`config.mk`:
```
export PLATFORM = sky130hd
export DESIGN_NAME = run_sequencer
export DESIGN_NICKNAME = d
export VERILOG_FILES = /design/src/rtl/run_sequencer.sv
export SDC_FILE = /design/constraint.sdc
export NUM_CORES = 1
export LEC_CHECK = 0
export CORE_MARGIN = 4
export CORE_UTILIZATION = 44
export CTS_BUF_LIST = sky130_fd_sc_hd__clkbuf_8
export CTS_CLUSTER_SIZE = 24
export DETAILED_ROUTE_END_ITERATION = 6
export PLACE_DENSITY = 0.69
export SETUP_SLACK_MARGIN = 0.3
export SLEW_MARGIN = 20
export SYNTH_ARGS = -nofsm -noshare
export SYNTH_HDL_FRONTEND = slang
export SYNTH_SLANG_ARGS = --single-unit
export TNS_END_PERCENT = 100
```
`constraint.sdc`:
```
create_clock -name Clk -period 1.8 [get_ports Clk]
set_input_delay 0.45 -clock Clk [delete_from_list [all_inputs] [get_ports Clk]]
set_output_delay 0.45 -clock Clk [all_outputs]
set_load 0.03 [all_outputs]
```
`src/rtl/run_sequencer.sv`:
```
// rtl/run_sequencer.sv - Run burst sequencer driving a 2-bit counter FSM, with optional
// reference-model checker enabled by RUNSEQ_CHECK_EN.
module run_sequencer (
  input  logic       Clk,
  input  logic       Reset,
  input  logic       Start,
  input  logic [7:0] Len,
  input  logic       Pause,
  input  logic       Y,
  output logic       Run,
  output logic       Busy,
  output logic       Done,
  output logic [7:0] YCount,
  output logic       Mismatch,
  output logic [1:0] State
);

  typedef enum logic [1:0] {
    IDLE  = 2'd0,
    RUN   = 2'd1,
    PAUSE = 2'd2,
    DONE  = 2'd3
  } state_e;

  state_e     state_q, state_d;
  logic [7:0] remaining_q, remaining_d;
  logic [7:0] ycount_q, ycount_d;

  always_ff @(posedge Clk or posedge Reset) begin
    if (Reset) begin
      state_q     <= IDLE;
      remaining_q <= 8'd0;
      ycount_q    <= 8'd0;
    end else begin
      state_q     <= state_d;
      remaining_q <= remaining_d;
      ycount_q    <= ycount_d;
    end
  end

  always_comb begin
    state_d     = state_q;
    remaining_d = remaining_q;
    ycount_d    = ycount_q;
    if (Run && Y && (ycount_q != 8'hFF)) begin
      ycount_d = ycount_q + 8'd1;
    end
    case (state_q)
      IDLE: begin
        if (Start) begin
          ycount_d = 8'd0;
          if (Len != 8'd0) begin
            remaining_d = Len;
            state_d     = RUN;
          end else begin
            state_d = DONE;
          end
        end
      end
      RUN: begin
        // The last counting cycle wins over a pause request.
        remaining_d = remaining_q - 8'd1;
        if (remaining_q == 8'd1) begin
          state_d = DONE;
        end else if (Pause) begin
          state_d = PAUSE;
        end
      end
      PAUSE: begin
        if (!Pause) begin
          state_d = RUN;
        end
      end
      DONE: begin
        state_d = IDLE;
      end
      default: begin
        state_d = IDLE;
      end
    endcase
  end

  assign Run    = (state_q == RUN);
  assign Busy   = (state_q != IDLE);
  assign Done   = (state_q == DONE);
  assign YCount = ycount_q;

`ifdef RUNSEQ_CHECK_EN
  logic [1:0] model_q, model_d;
  logic       mismatch_q, mismatch_d;
  logic       start_accept;
  logic       exp_y;

  assign start_accept = (state_q == IDLE) && Start;
  assign exp_y        = Run && (model_q[1] || model_q[0]);

  always_ff @(posedge Clk or posedge Reset) begin
    if (Reset) begin
      model_q    <= 2'd0;
      mismatch_q <= 1'b0;
    end else begin
      model_q    <= model_d;
      mismatch_q <= mismatch_d;
    end
  end

  // Model state persists across bursts; only counting cycles advance it.
  always_comb begin
    model_d    = model_q;
    mismatch_d = mismatch_q;
    if (Run) begin
      model_d = model_q + 2'd1;
    end
    if (start_accept) begin
      mismatch_d = 1'b0;
    end else if (Y != exp_y) begin
      mismatch_d = 1'b1;
    end
  end

  assign Mismatch = mismatch_q;
  assign State    = model_q;
`else
  assign Mismatch = 1'b0;
  assign State    = 2'b00;
`endif

endmodule

```
Word level (Yosys, flattened, before mapping)
Index checks and enable logic that the tools add are counted.
{"block": "totals", "out_inout_bits": 14, "ff_bits": 18}
{"block": "op_classes", "n_reduce_logical": 8, "n_addsub": 2, "eq_ne": 9, "muxes": 12}
{"op": "$mux W8", "n": 5}
{"op": "$pmux W8 S2", "n": 1}
{"op": "$mux W2", "n": 5}
{"op": "$add A8 B1 Y8 const B", "n": 1}
{"op": "$eq A8 B1 Y1 const B", "n": 1}
{"op": "$ne A8 B8 Y1 const B", "n": 1}
{"op": "$pmux W2 S4", "n": 1}
{"op": "$reduce_bool A8 Y1", "n": 1}
{"op": "$sub A8 B1 Y8 const B", "n": 1}
{"op": "$ne A2 B2 Y1 const B", "n": 3}
{"op": "$reduce_and A3 Y1", "n": 2}
{"op": "$eq A2 B2 Y1 const B", "n": 2}
{"op": "$reduce_bool A2 Y1", "n": 2}
{"op": "$ne A3 B2 Y1 const B", "n": 1}
{"op": "$eq A2 B1 Y1 const B", "n": 1}
{"op": "$logic_and A1 B1 Y1", "n": 2}
{"op": "$logic_not A2 Y1", "n": 1}

Depth between registers and ports, before layout
Gate-level depths: netlist of run 1.
{"block": "depth", "ltp_word": 6, "depth_mapped": 6}

Worst setup path after synthesis of run 1
No wires, ideal clock.
{"block": "synth_timing", "path_kind": "register to register", "from": "register ycount_q[0], in the netlist YCount[0]", "to": "register ycount_q[1], in the netlist YCount[1]", "period_less_slack_ps": 1638, "t_arrival_ps": 1507, "required_ps": 1669, "path_slack_ps": 162, "stages_incl_launch_ff": 6, "cell_sequence": "dfrtp_1 ha_1 nand3_1 o21ai_1 mux2i_1 nor2_1"}
{"block": "synth_via", "elab_chain_len": 5, "elab_cells_between_ends": 6, "cone_classes": "add/sub: 1; eq/ne: 1; mux: 3; reduce/logical: 1"}
{"item": "from (decl)", "line": "27", "text": "logic [7:0] ycount_q, ycount_d;"}
{"item": "from (signal assigned)", "line": "37", "text": "ycount_q <= ycount_d;"}
{"item": "parallel branches: the longest is 2 deep, another holds $add A8 B1 Y8"}
{"item": "$mux W8 (*)", "line": "45", "text": "if (Run && Y && (ycount_q != 8'hFF)) begin"}
{"item": "$mux W8", "line": "50", "text": "if (Start) begin"}
{"item": "$mux W8 (*)", "line": "48", "text": "case (state_q)"}
{"item": "net ycount_d[1]", "line": "27"}
Mark *: on every way through the listed nets, which the timed path passes.
A chain may end at the register's enable or synchronous reset.

Worst setup path in the final report of run 1
{"block": "layout_timing", "from": "register remaining_q[3]", "to": "register remaining_q[7]"}
{"block": "layout_via", "elab_chain_len": 2}
{"item": "from (decl)", "line": "26", "text": "logic [7:0] remaining_q, remaining_d;"}
{"item": "from (signal assigned)", "line": "36", "text": "remaining_q <= remaining_d;"}
{"item": "$sub A8 B1 Y8", "line": "62", "text": "remaining_d = remaining_q - 8'd1;"}
{"item": "$pmux W8 S2", "line": "48"}
No other way between the ends.

==> run_results.csv, run 1 <==
group,metric,value,unit
clocking,cts_max_level,1,
worst_setup_path,start_kind,"flop",
timing,min_period,1.66,ns
synthesis,synth_edf_count,0,
final_layout,post-route-util,72.7,%
global_route,met3_usage,4.45,%
die,coreArea,0.00230,mm2
pwr,p_comb_share,59.4,%
global_route,grt_pass1_vias,1124,
worst_setup_path,crit_family,"simple AND/OR/NAND/NOR gates",
final_layout,synthToLayoutAreaGrowth,51.9,%
routing,via_per_inst,5.65,
final_layout,multi_input_area,671,um2
synthesis,synth_top_cell_area_share,41.0,%
worst_setup_path,end_kind,"flop",
worst_setup_path,worstSetupPathType,"flop to flop",
synthesis,synth_ff_type,"dfrtp_1",
worst_setup_path,cpMaxStageDelayCell,"or3_4",
placed_design,place_inst,179,
global_route,met2_usage,31.5,%
worst_setup_path,crit_chain,"or3_4 > nor4_4 > a31oi_1 > o22a_2",
routing,via_count,1119,
timing,setup_viol,0,
global_route,antenna_found_initial,0,
clocking,cts_root_buf,"clkbuf_8",
clocking,clock_sinks,18,
worst_setup_path,crit_fanout,4,
pwr,power_frac_clock,11.9,%
pwr,cellPowerDensity,1470,mW/mm2
worst_setup_path,path_buf_inv,0,
final_layout,n_fill_cell,172,
pwr,leakage,0.759,nW
global_route,grt_pass1_wl,5070,um
clocking,clk_pin_slew,0.07,ns
die,rows,17,
synthesis,synthTopCellsByArea,"dfrtp_1 (41%), nor2_1 (4.4%), a21oi_1 (3.6%), ha_1 (3.4%), o21ai_0 (2.7%)",
timing,finalClockSkew,0.00517,ns
placed_design,numPortBuffers,23,
synthesis,syn_area,0.00110,mm2
worst_setup_path,crit_required,1.95,ns
timing,fmax,604,MHz
worst_setup_path,cp.arrival,1.81,ns
clocking,cts_tree,"built",
final_layout,final_cell_mix,"buf_4 (27), dfrtp_1 (14), nor2_1 (12), buf_6 (8), inv_1 (7)",
synthesis,postSynth.asyncResetShare,100,%
timing,slew_violations,0,
synthesis,synth_cells,117,
routing,drtIter0Drc,41,
die,die_x,58.0,um
global_route,grt_overflow_total,0,
worst_setup_path,reg2reg_depth,4,
pwr,p_int,0.00140,W
timing,rsz0062_at_grt,"yes",
die,initial_core_util,47.8,%
timing,final_hold_viol_count,0,
final_layout,fin_nets,187,
timing,finalCritPeriodShare,92.0,%
hold_path,worst_hold_path_type,"input pin to flop",
final_layout,drive_gt1_share,45.9,%
routing,routedWlPerCell,16.4,um
synthesis,synthDistinctLibCells,43,
die,boundaryPins,27,
run_status,status,"completed",
synthesis,synth_seq_cells,18,
global_route,busiest_layer,"met2",
clocking,cts_made_buffers,3,
global_route,grtUsageTotal,19.2,%
pwr,power_frac_seq,28.7,%
hold_path,whs_path_depth,3,
synthesis,synth_largest_area_cell,"dfrtp_1",
placed_design,place_hpwl,2120,um
worst_setup_path,max_stage_delay,0.41,ns
final_layout,mostFrequentLayoutCell,"buf_4",
final_layout,antennaDiodeCount,0,
timing,tns,0,ns
final_layout,final_cells,198,
routing,wl,3250,um
die,die_h,58.0,um
global_route,grt_max_degree,19,
pwr,power_switching_share,42.9,%
routing,first_pass_iters,4,
pwr,switchingPower,0.00105,W
pwr,ir_worst_vdd,1030,uV
run,max_cap_violations,0,
final_layout,seqCellArea,455,um2
synthesis,syn_avg_cell_area,9.39,um2
routing,postRouteAntennaNets,0,
clocking,clock_latency,0.26,ns
worst_setup_path,cp.depth,4,
routing,route.detailed.drc,0,
synthesis,yosysSeqAreaShare,41.0,%
placed_design,gp_congestion,0.869,
die,design.die.area,0.00336,mm2
global_route,grtUsageMet1,25.2,%
clocking,cts_buffer_depth,2,
synthesis,yosysWarnings,0,
[power by group through the flow]
stage / clock network, W / logic [W] / registers, W
6_report: 0.000292 / 0.00145 / 0.000701
5_1_grt: 0.000308 / 0.00156 / 0.000718
4_1_cts: 0.000293 / 0.00128 / 0.000684
3_5_place_dp: 0 / 0.00112 / 0.000691
3_3_place_gp: 0 / 0.00110 / 0.000683
2_1_floorplan: 0 / 0.000717 / 0.000729
[Yosys cell counts (2+ instances only)]
cell type and number:
nor2_1 13, o22ai_1 3, a21oi_1 8, nand2_1 3
nor3_1 4, nand3_1 2, o31ai_1 3, o211ai_1 3
nand4_1 2, buf_6 2, xor2_1 2, inv_1 8
and3_1 2, ha_1 3, buf_4 3, dfrtp_1 18
o21ai_0 6, mux2i_1 2, a31oi_1 3, or3_1 3
or4_4 2
[flip-flops by register name, indices dropped and copies added (netlist names)]
signal,flops
state_q,2
YCount,8
remaining_q,8
[worst min-delay path: cells and delay by family]
family / cells / cell delay (ns)
buf+inv: 1 / 0.09
mux: 1 / 0.12
compound gates: 1 / 0.05
[routing by layer]
layer | vias to the layer above | wire length [um]
li1 | 534 | -
met1 | 533 | 1400
met2 | 42 | 1590
met3 | 10 | 190
met4 | 0 | 78
met5 | - | 0
[path summary, 6_finish.rpt]
path	endpoint	from	slack [ns]
worst max-delay path	remaining_q[7]$_DFFE_PP0P_	remaining_q[3]$_DFFE_PP0P_	0.14
worst min-delay path	remaining_q[1]$_DFFE_PP0P_	Len[1]	0.50
worst max register to register	remaining_q[7]$_DFFE_PP0P_	remaining_q[3]$_DFFE_PP0P_	0.14
worst min register to register	remaining_q[6]$_DFFE_PP0P_	remaining_q[6]$_DFFE_PP0P_	0.56
max in group asynchronous	YCount[1]$_DFF_PP0_	Reset	1.07
min in group asynchronous	YCount[4]$_DFF_PP0_	Reset	0.51
[cells by family (layout without fill, tap and decap cells)]
logic type,Yosys count,after routing,share of synthesized area [%]
muxes,2,2,1.82
and+or+nand+nor,41,41,22.8
xor gates and xnor gates,2,2,1.59
adders and majority gates,3,3,3.42
AOI/OAI and AO/OA,36,36,21.8
other,1,3,0.341
buffers and inverters,14,65,7.29
DFF,18,18,41.0
[cell type report]
type,instances,share of cell area (%)
inverter,8,1.95
multi-input combinational,87,40.2
clock buffer,3,2.47
sequential,18,27.3
tap,28,2.10
clock inverter,1,0.225
timing repair buffer,53,25.8
[metrics by stage]
stage               total power, W  hold WS [ns]  setup slack (ns)  area [um2]
detailed placement         0.00181         0.552            -0.309        1450
CTS                        0.00226         0.514            0.0527        1580
global placement           0.00178         0.540            -0.262        1450
floorplan                  0.00145         0.388             0.188        1120
finish                     0.00245         0.499             0.143        1670
global route               0.00258         0.523             0.106        1670
[repair_timing]
item / in CTS / in global routing
buffers inserted: 8 / 7
hold buffers: 0 / 0
setup endpoints to repair: 25 / 20
resized for setup: 65 / 25
pin swaps: 17 / 14
No activity file was read; power rests on OpenSTA's default activity.
==> run 2: changes to the inputs <==
--- a/config.mk
+++ b/config.mk
@@ -10,6 +10,7 @@
 export CTS_BUF_LIST = sky130_fd_sc_hd__clkbuf_8
 export CTS_CLUSTER_SIZE = 24
 export DETAILED_ROUTE_END_ITERATION = 6
+export GPL_TIMING_DRIVEN = 0
 export PLACE_DENSITY = 0.69
 export SETUP_SLACK_MARGIN = 0.3
 export SLEW_MARGIN = 20
==> run 2 against run 1 <==
  * Combinational power decreased by 6%
  * Worst setup slack got worse by 0.012 ns
  * Die area unchanged
  * Sequential share of layout area increased by 0.18 points
  * Wire length decreased by 6.5%
  * Clock skew decreased by 0.0026 ns
  * Largest power group unchanged
  * Final area increased by 0.15%
==> run_results.csv, run 2 (same netlist as run 1, synthesis figures left out) <==
group,metric,value,unit
placed_design,dpl_cell_area,0.00139,mm2
pwr,cellPowerDensity,1450,mW/mm2
routing,wl,3040,um
final_layout,drive_gt1_share,48.8,%
timing,fmax,599,MHz
run,max_cap_violations,0,
timing,finalCritPeriodShare,92.7,%
routing,routedWlPerCell,15.5,um
timing,slew_violations,0,
timing,min_period,1.67,ns
global_route,met2_usage,29.5,%
timing,holdWs,0.471,ns
clocking,cts_root_buf,"clkbuf_8",
worst_setup_path,cp.arrival,1.22,ns
worst_setup_path,crit_required,1.35,ns
timing,worst_pin_slew,0.702,ns
global_route,busiest_layer,"met2",
pwr,power_frac_clock,13.8,%
global_route,antenna_found_initial,0,
clocking,clock_sinks,18,
clocking,clock_latency,0.26,ns
pwr,ir_worst_vdd,1390,uV
timing,rsz0062_at_grt,"yes",
final_layout,fin_nets,185,
clocking,cts_buffer_depth,2,
global_route,grtUsageTotal,17.2,%
die,die_h,58.0,um
worst_setup_path,cpMaxStageDelayCell,"dfrtp_2",
die,die_x,58.0,um
final_layout,synthToLayoutAreaGrowth,52.2,%
worst_setup_path,start_kind,"flop",
die,design.die.area,0.00336,mm2
worst_setup_path,crit_family,"flip-flops",
final_layout,antennaDiodeCount,0,
clocking,cts_max_level,1,
global_route,grt_overflow_total,0,
routing,first_pass_iters,4,
routing,drtIter0Drc,38,
pwr,power_switching_share,40.7,%
placed_design,place_hpwl,1910,um
routing,route.detailed.drc,0,
global_route,grtUsageMet1,20.4,%
timing,finalClockSkew,0.00260,ns
routing,via_count,1108,
pwr,p_int,0.00144,W
clocking,cts_made_buffers,3,
worst_setup_path,path_buf_inv,2,
worst_setup_path,rrSetupSlack,0.13,ns
die,boundaryPins,27,
die,initial_core_util,47.8,%
pwr,power_frac_seq,30.4,%
worst_setup_path,end_kind,"primary output",
die,coreArea,0.00230,mm2
clocking,clk_pin_slew,0.07,ns
final_layout,n_fill_cell,179,
placed_design,gp_congestion,0.791,
hold_path,whs_path_depth,3,
final_layout,mostFrequentLayoutCell,"buf_4",
hold_path,min_from,"Len[1]",
routing,via_per_inst,5.65,
final_layout,final_cell_mix,"buf_4 (23), nor2_1 (12), dfrtp_1 (11), buf_6 (10)",
global_route,grt_pass1_vias,1043,
global_route,grt_pass1_wl,4520,um
worst_setup_path,crit_fanout,4,
worst_setup_path,timing.rr.start,"state_q[1]$_DFFE_PP0P_",
global_route,grt_max_degree,19,
final_layout,fin_area,0.00167,mm2
pwr,p_comb_share,55.8,%
global_route,met3_usage,2.90,%
die,rows,17,
run_status,status,"completed",
hold_path,worst_hold_path_type,"input pin to flop",
pwr,leakage,0.736,nW
worst_setup_path,worstSetupPathType,"flop to primary output",
routing,postRouteAntennaNets,0,
worst_setup_path,reg2reg_depth,6,
timing,max-slew-margin-rel,53.1,%
hold_path,holdPathEnd,"remaining_q[1]$_DFFE_PP0P_",
worst_setup_path,crit_chain,"buf_4 > or2_4 > buf_6",
pwr,switchingPower,0.000989,W
timing,setup_viol,0,
clocking,cts_tree,"built",
worst_setup_path,max_stage_delay,0.43,ns
worst_setup_path,r2r-end,"YCount[5]$_DFF_PP0_",
placed_design,numPortBuffers,23,
timing,final_hold_viol_count,0,
## run 2: cell type report
| type | instances | area (um2) | share of cell area, % |
|---|---|---|---|
| Multi-Input combinational cell | 87 | 662 | 39.6 |
| Sequential cell | 18 | 459 | 27.5 |
| Timing Repair Buffer | 45 | 372 | 22.2 |
| Buffer | 6 | 56.3 | 3.37 |
| Clock buffer | 4 | 55.1 | 3.29 |
| Tap cell | 28 | 35.0 | 2.10 |
| Inverter | 8 | 32.5 | 1.95 |
## run 2: worst max-delay path by stage
stage | to | slack (ns) | cells past startpoint | startpoint
final | Busy | 0.13 | 3 | state_q[1]$_DFFE_PP0P_
after global routing | YCount[7]$_DFF_PP0_ | 0.09 | 6 | state_q[0]$_DFFE_PP0P_
after CTS | Run | 0.10 | 4 | state_q[1]$_DFFE_PP0P_
after detailed placement | remaining_q[6]$_DFFE_PP0P_ | -0.33 | 5 | Len[6]
after global placement | remaining_q[6]$_DFFE_PP0P_ | -0.31 | 5 | Len[6]
after floorplan | remaining_q[6]$_DFFE_PP0P_ | 0.19 | 4 | Len[6]
## run 2: power groups by stage
stage                     sequential [W]  combinational [W]  clock [W]
after global routing            0.000759            0.00146   0.000360
final                           0.000740            0.00136   0.000334
after floorplan                 0.000729           0.000717          0
after detailed placement        0.000718            0.00103          0
after global placement          0.000714            0.00100          0
after CTS                       0.000708            0.00118   0.000344
## run 2: layer usage
metal	up-vias	wire length [um]
li1	531	-
met1	529	1350
met2	39	1430
met3	9	171
met4	0	90
met5	-	0
## run 2: tightest hold or removal path: stages
cell	delay, ns
buf_6	0.07
a21oi_1	0.05
mux2i_1	0.11
## run 2: timing repair
| item | CTS | global route |
|---|---|---|
| resized for setup | 81 | 25 |
| setup buffers | 9 | 13 |
| hold buffers | 0 | 0 |
| pin swaps | 13 | 17 |
| setup endpoints to repair | 22 | 24 |
## run 2: per-stage QoR
stage / util [%] / worst slack, ns / TNS [ns] / cells / power, W
floorplan: - / 0.188 / 0 / 119 / 0.00145
global route: 72.8 / 0.0945 / 0 / 196 / 0.00258
CTS: 66.0 / 0.101 / 0 / 183 / 0.00223
finish: 72.8 / 0.132 / 0 / 196 / 0.00243
global placement: 60.3 / -0.309 / -2.65 / 170 / 0.00172
detailed placement: 60.3 / -0.327 / -2.95 / 170 / 0.00174
==> edit 1: new RTL, flow settings as in run 1 <==
Put a register stage on the outputs `Busy` and `Done`. The values now appear one clock later. The other outputs are not delayed to match.
--- a/src/rtl/run_sequencer.sv
+++ b/src/rtl/run_sequencer.sv
@@ -81,8 +81,10 @@
   end
 
   assign Run    = (state_q == RUN);
-  assign Busy   = (state_q != IDLE);
-  assign Done   = (state_q == DONE);
+  always_ff @(posedge Clk) begin
+    Busy <= (state_q != IDLE);
+    Done <= (state_q == DONE);
+  end
   assign YCount = ycount_q;
 
 `ifdef RUNSEQ_CHECK_EN
Formal check against the unedited RTL: not equivalent (a bounded check fails within 4 cycles, from zero or initial values and one cycle with Reset high).
==> edit 1 against run 1 <==
- sequential share of layout area is 1.9 points higher
- routed wire length is 8.8% lower
- critical path type is now reg2out
- worst setup slack better by 0.090 ns
- final area is 2.5% higher
- highest routed layer unchanged
- synthesized area is 3.6% higher
- sequential cell count is 2 higher
- synthesized cell count is 1.7% higher
- first-iteration DRC count is 2.4% lower
- register-to-register slack better by 0.11 ns
- total power is 3.0% higher
- maximum frequency is 5.7% higher
- critical path depth is 1 lower
==> edit 1: results (changes against run 1) <==
status complete, no violations; Hold Crit Depth 1 (-2); WL per Instance 14.46 um (-12%); Syn Area/Cell 9.568 um2 (+1.9%); R2R cell count 4 (unchanged); I/O Buffers 23 (unchanged); setup clock skew after layout 0.001111 ns (-0.004060 ns); Pre-Repair DR Iteration Count 4 (unchanged); distinct cell type count after synthesis 44 (+2.3%); vias in the first global route 1109 (-1.3%); Seq/Total Area, Yosys 43.08% (+2.1 points); largest net degree at the start of global routing 19 (unchanged); Area contributors post-synth dfrtp_1, nor2_1, a21oi_1; share of cells above drive strength 1 45.71% (-0.17 points); placed insts 183 (+2.2%); Async S/R FF share, synth 90.00% (-10 points); GRT Total Usage 17.82% (-1.4 points); Primary FF master, synth dfrtp_1; Fillers 197 (+15%); global-route wire length before repair 4.761 mm (-6.1%); Worst Path Arrival 1.12 ns (-0.69 ns); GP Congestion 0.8067 (-7.1%); peak supply drop 0.9805 mV (-4.9%); final wirelength 2.965 mm (-8.8%); routed vias/inst 5.537 (-2.0%); met1 wire length 1.334 mm (-4.5%); Detailed Route Iter0 Violations 40 (-2.4%); met3 WL 115 um (-39%); Leak Pwr 0.0007708 uW (+1.6%); Worst Path Max Fanout 6 (+2); initial antenna violation count 0 (unchanged); Hold Crit Class reg2reg; H-tree depth 1 (unchanged); final net count 192 (+2.7%); routed length on met2 1.468 mm (-7.4%); n_diodes 0 (unchanged); hpwl dp 1.937 mm (-8.7%)
-- edit 1: critical path: stages (launching register included) --
cell      delay (ns)
dfrtp_2         0.45
nand2b_4        0.20
inv_4           0.08
buf_6           0.12
-- edit 1: power breakdown --
group	total (uW)	switching (uW)	leakage, uW	internal, uW
Sequential	770	150	0.000236	620
Combinational	1440	720	0.000508	723
Clock	305	154	0.0000269	152
Total	2520	1020	0.000771	1500
-- edit 1: logic make-up after synthesis --
logic type / Yosys count / synth area share [%]
and+or+nand+nor: 41 / 21.98
muxes: 2 / 1.758
xor gates and xnor gates: 2 / 1.539
adders and majority gates: 3 / 3.297
AOI/OAI and AO/OA: 36 / 20.99
buffers and inverters: 14 / 7.032
other: 1 / 0.3294
DFF: 20 / 43.08
-- edit 1: area by class of cell --
type                       count  area share [%]
tap                           30           2.195
sequential                    20           29.19
timing repair buffer          56           26.26
inverter                       8           1.902
clock buffer                   3           2.414
multi-input combinational     87           37.82
clock inverter                 1          0.2195
-- edit 1: per-layer routing --
layer | global-route usage (%) | vias to the layer above
li1 | - | 550
met1 | 22.15 | 554
met2 | 30.13 | 25
met3 | 2.193 | 6
met4 | 9.061 | 0
met5 | 0 | -
-- edit 1: metrics by stage --
stage	setup WS, ns	hold slack, ns	instance area [um2]	power [uW]
finish	0.2329	0.4893	1710	2519
global placement	-0.2685	0.4755	1489	1802
detailed placement	-0.2931	0.4820	1489	1833
global route	0.2008	0.5215	1710	2682
floorplan	0.1877	0.3884	1161	1507
CTS	0.1997	0.4877	1622	2298
-- edit 1: worst paths after layout --
path,from,slack (ns),to
worst max-delay path,state_q[1]$_DFFE_PP0P_,0.23,Run
worst min-delay path,YCount[2]$_DFF_PP0_,0.49,YCount[2]$_DFF_PP0_
worst max register to register,remaining_q[4]$_DFFE_PP0P_,0.25,remaining_q[7]$_DFFE_PP0P_
worst min register to register,YCount[2]$_DFF_PP0_,0.49,YCount[2]$_DFF_PP0_
max in group asynchronous,Reset,1.07,state_q[0]$_DFFE_PP0P_
min in group asynchronous,Reset,0.51,YCount[0]$_DFF_PP0_
-- edit 1: repair_timing --
action | CTS | global route
buffers inserted | 10 | 8
setup endpoints to repair | 25 | 20
pin swaps | 11 | 13
gates resized for setup | 60 | 20
cloned | 0 | 0
==> edit 2: new RTL, config.mk and constraints of run 1 <==
Without the edit above. The option `RUNSEQ_CHECK_EN` is turned on by a define.
--- a/src/rtl/run_sequencer.sv
+++ b/src/rtl/run_sequencer.sv
@@ -1,5 +1,7 @@
 // rtl/run_sequencer.sv - Run burst sequencer driving a 2-bit counter FSM, with optional
 // reference-model checker enabled by RUNSEQ_CHECK_EN.
+`define RUNSEQ_CHECK_EN
+
 module run_sequencer (
   input  logic       Clk,
   input  logic       Reset,
Behaviour: not the same (a bounded check fails within 4 cycles, from zero or initial values and one cycle with Reset high).
==> edit 2 against run 1 <==
- final area increased by 19%
- critical endpoint is now YCount[3]$_DFF_PP0_
- worst setup slack got worse by 0.055 ns
- total power increased by 25%
- synthesized area increased by 10%
- core utilization increased by 5.5 points
- routed wire length increased by 16%
- clock skew about the same
- sequential share of layout area decreased by 0.60 points
- sequential power increased by 20%
- die area increased by 8.6%
- sequential cell count increased by 3
- largest power group unchanged
- first-iteration DRC count increased by 95%
- worst hold slack got worse by 0.0084 ns
==> edit 2: results (changes against run 1) <==
Worst Path Max Fanout 6 (+2); Compound-Gate Fraction of Synth Area 19.67% (-2.1 points); delay-heaviest family, CP buffers and inverters; placed insts 201 (+12%); initial antenna violation count 0 (unchanged); Max Buffers Root-to-Sink 2 (unchanged); GRT met2 Usage 38.58% (+7.1 points); Internal 1723 uW (+23%); hpwl dp 2.296 mm (+8.2%); distinct cell type count after synthesis 40 (-7.0%); GRT Total Usage 20.87% (+1.6 points); GP Congestion 0.8979 (+3.4%); Syn Area/Cell 9.157 um2 (-2.5%); Seq/Total Area, Yosys 43.48% (+2.5 points); setup clock skew after layout 0.005574 ns (+0.0004031 ns); clk root buf clkbuf_8; Hold Crit Depth 1 (-2); crit-path max cell delay 0.43 ns (+0.02 ns); final wirelength 3.786 mm (+16%); Hold Crit Class reg2reg; I/O Buffers 26 (+13%); Detailed Route Iter0 Violations 80 (+95%); final hold slack 0.4905 ns (-0.008377 ns); R2R Path End YCount[3]$_DFF_PP0_; final worst setup slack 0.08871 ns (-0.05458 ns); vias in the first global route 1225 (+9.0%); met1 GRT Util 25.57% (+0.39 points); status complete, no violations; R2R cell count 7 (+3); Slew @ Worst Pin between 0.3 and 0.4 ns; global-route wire length before repair 5.706 mm (+13%); Leak Pwr 0.0008816 uW (+16%); GR Layer Usage met3 2.553% (-1.9 points); largest net degree at the start of global routing 22 (+3); Post-Synth Adder-Cell Area 4.141% (+0.72 points); P_clk 318 uW (+8.9%); routed vias 1286 (+15%); final net count 210 (+12%); Hold Path End Mismatch$_DFFE_PP0P_; Net Sw Power 1327 uW (+26%); Syn Nets between 100 and 150; XOR/XNOR share of the synthesized area 2.174% (+0.58 points); Area contributors post-synth dfrtp_1, ha_1, nor2_1; WL per Instance 17.05 um (+3.8%); Post-synth top cells dfrtp_1, nor2_1, nand2_1; mux contribution to synthesized area 2.588% (+0.77 points); Worst Path Arrival 1.86 ns (+0.05 ns); area post-placement 1619 um2 (+12%); CTS resizes 88 (+35%); share of cells above drive strength 1 45.31% (-0.57 points); P_comb 1900 uW (+31%); peak supply drop 1.202 mV (+17%); Fillers 169 (-1.7%); slowest CP cell dfrtp_2; pre-CTS setup slack -0.4072 ns (-0.09865 ns); origin of the worst min-delay path Mismatch$_DFFE_PP0P_; worst reg2reg path startpoint state_q[1]$_DFFE_PP0P_; Post-CTS Setup Bufs 4 (-4)
[edit 2: changes by cell type in the layout (fill, tap and decap cells not counted), sizes merged, moves of 4 or more]
cell           change
clkdlybuf4s15      +6
nand2              +8
nand3              +5
a32o               +4
[edit 2: final cells by class]
| cell class | instances | area, um2 | share of cell area (%) |
|---|---|---|---|
| Multi-Input combinational cell | 98 | 794.5 | 39.96 |
| Sequential cell | 21 | 530.5 | 26.68 |
| Timing Repair Buffer | 58 | 528.0 | 26.56 |
| Inverter | 11 | 51.30 | 2.580 |
| Clock buffer | 3 | 41.29 | 2.077 |
| Tap cell | 30 | 37.54 | 1.888 |
| Clock inverter | 1 | 5.005 | 0.2517 |
[edit 2: metal layers]
metal | vias up | wire (um)
met5 | - | 0
met4 | 0 | 82
met3 | 13 | 196
met2 | 46 | 1958
met1 | 618 | 1547
li1 | 609 | -
